File: src/rtl/fwd_stall_ctrl.sv
// Forwarding and load-use interlock controller beside the ID/EX boundary.
// Tracks in-flight destination writes and resolves per-source bypass selects.
module fwd_stall_ctrl #(
    parameter int unsigned NUM_SRC  = 2,
    parameter int unsigned DEPTH    = 3,
    parameter int unsigned ALU_LAT  = 1,
    parameter int unsigned LOAD_LAT = 2,
    parameter int unsigned SEL_W    = $clog2(DEPTH + 1)
) (
    input  logic                     clk,
    input  logic                     rst,
    input  logic                     id_valid,
    input  logic [4:0]               id_rd,
    input  logic                     id_rd_we,
    input  logic                     id_is_load,
    input  logic [5*NUM_SRC-1:0]     id_rs,
    input  logic [NUM_SRC-1:0]       id_rs_used,
    input  logic                     flush,
    output logic                     stall,
    output logic [SEL_W*NUM_SRC-1:0] fwd_sel,
    output logic [31:0]              stall_cycles
);

    localparam int unsigned REG_W = 5;

    // Index k holds the entry at depth k+1.
    logic [DEPTH-1:0] trk_v;
    logic [DEPTH-1:0] trk_ld;
    logic [REG_W-1:0] trk_rd [DEPTH];

    logic [NUM_SRC-1:0]       found;
    logic [NUM_SRC-1:0]       blocked;
    logic [SEL_W*NUM_SRC-1:0] sel_c;
    logic                     issue_c;

    // Youngest matching entry decides: forward if ready, otherwise block.
    always_comb begin
        found   = '0;
        blocked = '0;
        sel_c   = '0;
        for (int s = 0; s < NUM_SRC; s++) begin
            if (id_valid && id_rs_used[s] && (id_rs[REG_W*s +: REG_W] != '0)) begin
                for (int k = 0; k < DEPTH; k++) begin
                    if (!found[s] && trk_v[k] && (trk_rd[k] == id_rs[REG_W*s +: REG_W])) begin
                        found[s] = 1'b1;
                        if ((k + 1) >= int'(trk_ld[k] ? LOAD_LAT : ALU_LAT)) begin
                            sel_c[SEL_W*s +: SEL_W] = SEL_W'(k + 1);
                        end else begin
                            blocked[s] = 1'b1;
                        end
                    end
                end
            end
        end
    end

    assign stall   = !rst && (|blocked);
    assign fwd_sel = rst ? '0 : sel_c;
    assign issue_c = id_valid && !stall && !flush;

    // Tracker always advances; a non-issuing cycle inserts a bubble at depth 1.
    always_ff @(posedge clk) begin
        if (rst) begin
            trk_v        <= '0;
            trk_ld       <= '0;
            stall_cycles <= '0;
            for (int k = 0; k < DEPTH; k++) begin
                trk_rd[k] <= '0;
            end
        end else begin
            for (int k = DEPTH - 1; k > 0; k--) begin
                trk_v[k]  <= trk_v[k-1];
                trk_ld[k] <= trk_ld[k-1];
                trk_rd[k] <= trk_rd[k-1];
            end
            trk_v[0]  <= issue_c && id_rd_we && (id_rd != '0);
            trk_ld[0] <= issue_c && id_is_load;
            trk_rd[0] <= id_rd;
            if (stall && (stall_cycles != '1)) begin
                stall_cycles <= stall_cycles + 32'd1;
            end
        end
    end

endmodule

File: config.mk
export PLATFORM = sky130hd
export DESIGN_NAME = fwd_stall_ctrl
export DESIGN_NICKNAME = d
export VERILOG_FILES = /design/src/rtl/fwd_stall_ctrl.sv
export SDC_FILE = /design/constraint.sdc
export NUM_CORES = 1
export LEC_CHECK = 0
export BUFFER_PORTS_ARGS = -buffer_cell sky130_fd_sc_hd__buf_2
export CAP_MARGIN = 10
export CORE_AREA = 2 2 85 87
export DETAILED_ROUTE_END_ITERATION = 16
export DIE_AREA = 0 0 87 89
export PLACE_DENSITY_LB_ADDON = 0.3
export SETUP_SLACK_MARGIN = 0.02
export SYNTH_ARGS = -nofsm -noshare
export SYNTH_HDL_FRONTEND = slang
export SYNTH_SLANG_ARGS = --single-unit
File: constraint.sdc
create_clock -name clk -period 7.3 [get_ports clk]
set_input_delay 2.19 -clock clk [delete_from_list [all_inputs] [get_ports clk]]
set_output_delay 2.19 -clock clk [all_outputs]
set_load 0.005 [all_outputs]
==> impl_metrics.py <==
metrics = {
    "synth": {
        "yosysTopAreaCell": "dfxtp_1",
        "synthesis.area_um2": 2680,
        "yosysTopAreaCellShare": 0.381,
        "synth_edf_count": 0,
        "syn_area_per_cell_um2": 8.69,
        "syn-instance-count": 308,
        "ys_async_sr_fraction": 0,
        "synth_area_leaders": "dfxtp_1 (38%), xor2_1 (7.2%), nor2b_1 (6.5%)",
        "yosysUniqueCellTypes": 43,
        "ys.flop_type": "dfxtp_1",
        "ys_ff_latch": 51,
        "synth_nets": 332,
        "ys_warn_count": 0,
        "synth_seq_area_share": 0.381,
    },
    "cts": {
        "cts_root_buffer": "clkbuf_8",
        "cts_buffers": 5,
        "worst_skew_pair.late_latency_ns": 0.30,
        "ctsHoldBuffers": 0,
        "cts_buffer_depth": 2,
        "cts.clk_slew.worst_paths_ns": 0.09,
        "post_cts_buffers": 0,
        "cts_tree": "yes",
        "cts.htree.levels": 2,
        "cts_num_sinks": 51,
        "cts_resized": 0,
    },
    "grt": {
        "top_usage_layer": "met2",
        "grt_pass1_vias": 2050,
        "gr-usage-met1": 0.245,
        "antenna_found_initial": 0,
        "grt_usage": 0.169,
        "grt_first_pass_wirelength_um": 10200,
        "use_met2": 0.253,
        "grt_use_met3": 0.0342,
        "grt_max_degree": 59,
        "grt-ovfl-total": 0,
    },
    "critical_path": {
        "crit_type": "primary input to primary output",
        "worst_path_largest_cell_delay_ns": 0.55,
        "start_kind": "primary input",
        "rrSetupSlack_ns": 4.64,
        "cp_slowest_cell": "or4_1",
        "cp.required_ns": 5.11,
        "path_max_fanout": 12,
        "r2r-start": "stall_cycles[3]$_SDFFE_PP0P_",
        "path_common_cell": "buf_2",
        "timing.critical_path.cells": "buf_2 -> or4_1 -> o211ai_2 -> and4bb_4 -> nor2_2 -> inv_2 -> buf_2",
        "r2r_cells": 5,
        "worst_setup_path_end_kind": "primary output",
        "r2r_end": "stall_cycles[20]$_SDFFE_PP0P_",
        "crit_arrival_ns": 3.97,
    },
    "drt": {
        "drc": 0,
        "vias_per_cell": 5.35,
        "vias": 2371,
        "drt_iter0_markers": 133,
        "routedWlPerCell_um": 14.7,
        "wl_um": 6510,
        "firstDrtPassIters": 4,
        "detail-route-antenna-nets": 0,
    },
    "final_layout": {
        "instances_no_fill": 443,
        "antenna_cells": 0,
        "area_delta_synth_final_pct": 15.7,
        "nets": 388,
        "final_layout_size_suffix_gt1_frac": 0.226,
        "final_util": 0.461,
    },
    "die": {
        "start_util": 0.398,
        "core-area_um2": 6720,
        "die_h_um": 89,
        "ioPinCount": 60,
        "die_area_um2": 7740,
        "die_w_um": 87,
        "rows": 30,
    },
    "timing": {
        "min_period_ns": 6.16,
        "fin_skew_ns": 0.00903,
        "fmax_ghz": 0.162,
        "hold_violations": 0,
        "worst_slew_pin_slew_ns": 1.07,
        "timing.final.crit_share": 0.844,
        "max_slew_margin": 0.286,
        "setup_viol": 0,
        "rsz0062_at_grt": "false",
        "setup_tns_ns": 0,
        "report.final.slew_viol_count": 0,
    },
    "pwr": {
        "power_mw": 0.477,
        "swShare": 0.242,
        "power_density_nw_per_um2": 154,
        "comb_power_share": 0.075,
        "seq_power_share": 0.599,
        "ir_worst_vdd_uv": 64.6,
        "leakage_nw": 1.23,
        "clkPwrFrac": 0.327,
        "p_sw_mw": 0.115,
        "p_int_mw": 0.362,
    },
    "place": {
        "place_hpwl_um": 4870,
        "port_buffers": 59,
        "globalplace.congestion": 0.858,
        "placedCellCount": 437,
    },
    "hold_path": {
        "min_path_type": "flip-flop to flip-flop",
        "holdPathEnd": "trk_v[1]$_SDFF_PP0_",
        "whs_path_depth": 2,
        "min_from": "trk_v[0]$_SDFF_PP0_",
    },
    "outcome": {
        "outcome": "complete, no violations",
    },
    "flow_run": {
        "maxCapViolations": 0,
    },
}
==> area by class of cell <==
type / count / area [um^2]
Clock buffer: 6 / 72.6
Fill cell: 667 / 3620
Sequential cell: 51 / 1020
Multi-Input combinational cell: 238 / 1570
Inverter: 8 / 30.0
Tap cell: 80 / 100
Timing Repair Buffer: 60 / 303
==> layer usage <==
metal,wire [um],share of wire,vias up
li1,-,-,1220
met4,96,0.015,0
met1,3210,0.49,1097
met5,0,0,-
met3,303,0.047,10
met2,2900,0.45,44
==> logic make-up (layout without fill, tap and decap cells) <==
logic type,count (synthesis),after routing,synth area share
buffers and inverters,19,74,0.0318
AOI/OAI and AO/OA,54,54,0.128
xor gates and xnor gates,31,31,0.101
and+or+nand+nor,143,143,0.316
muxes,9,9,0.0374
adders and majority gates,1,1,0.00467
DFF,51,51,0.381
==> stage by stage <==
step	hold slack (ns)	setup WS [ns]	area [um^2]
4_1_cts	0.478	1.12	3100
3_5_place_dp	0.469	1.13	3020
5_1_grt	0.506	1.06	3100
2_1_floorplan	0.430	1.66	2680
3_3_place_gp	0.462	1.17	3020
6_report	0.478	1.14	3100
==> flip-flops by register name, indices dropped and copies added (netlist names) <==
signal and cells:
trk_rd 15, stall_cycles 32, trk_ld 1, trk_v 3
==> cell usage in the layout, fill, tap and decap left out, types with 8 or more instances in the layout <==
cell type	synthesis	final
buf_2	2	59
dfxtp_1	51	51
nor2b_1	28	28
xor2_1	22	22
a21oi_1	22	22
nor2_1	19	19
nand2_1	17	17
nand3_1	14	14
nand4_1	13	13
or3_1	12	12
or4_1	11	11
nor4_1	10	10
xnor2_1	9	9
o31ai_1	8	8
==> worst max-delay path, delay by kind of cell <==
kind                   cells  cell delay [ns]
and+or+nand+nor            3             1.18
buffers and inverters      3             0.38
AOI/OAI and AO/OA          1             0.20
==> cell usage after synthesis, types with 3 or more instances <==
master,instances
nor3_1,3
nor2_1,19
o21ai_1,6
nand4_1,13
nor4_1,10
a21oi_1,22
nand3_1,14
o31ai_1,8
and3_1,3
inv_1,7
clkbuf_1,6
o21ba_2,3
buf_4,3
nor2b_1,28
or3_1,12
xnor2_1,9
or4_1,11
xor2_1,22
o21ai_0,7
mux2_1,6
nand2_1,17
dfxtp_1,51
==> worst max-delay path by stage <==
stage / cells after the start / end / startpoint
floorplan: 6 / stall / id_rs[1]
global placement: 7 / stall / id_rs[1]
detailed placement: 7 / stall / id_rs[1]
CTS: 7 / stall / id_rs[1]
global route: 7 / stall / id_rs[1]
finish: 7 / stall / id_rs[1]
==> power groups by stage <==
stage                     combinational, mW  sequential [mW]  clock, mW
after floorplan                      0.0213            0.291          0
after global placement               0.0362            0.293          0
after detailed placement             0.0360            0.292          0
after CTS                            0.0361            0.286      0.160
after global routing                 0.0394            0.287      0.169
final                                0.0356            0.286      0.156
(Power assumes the default switching activity.)
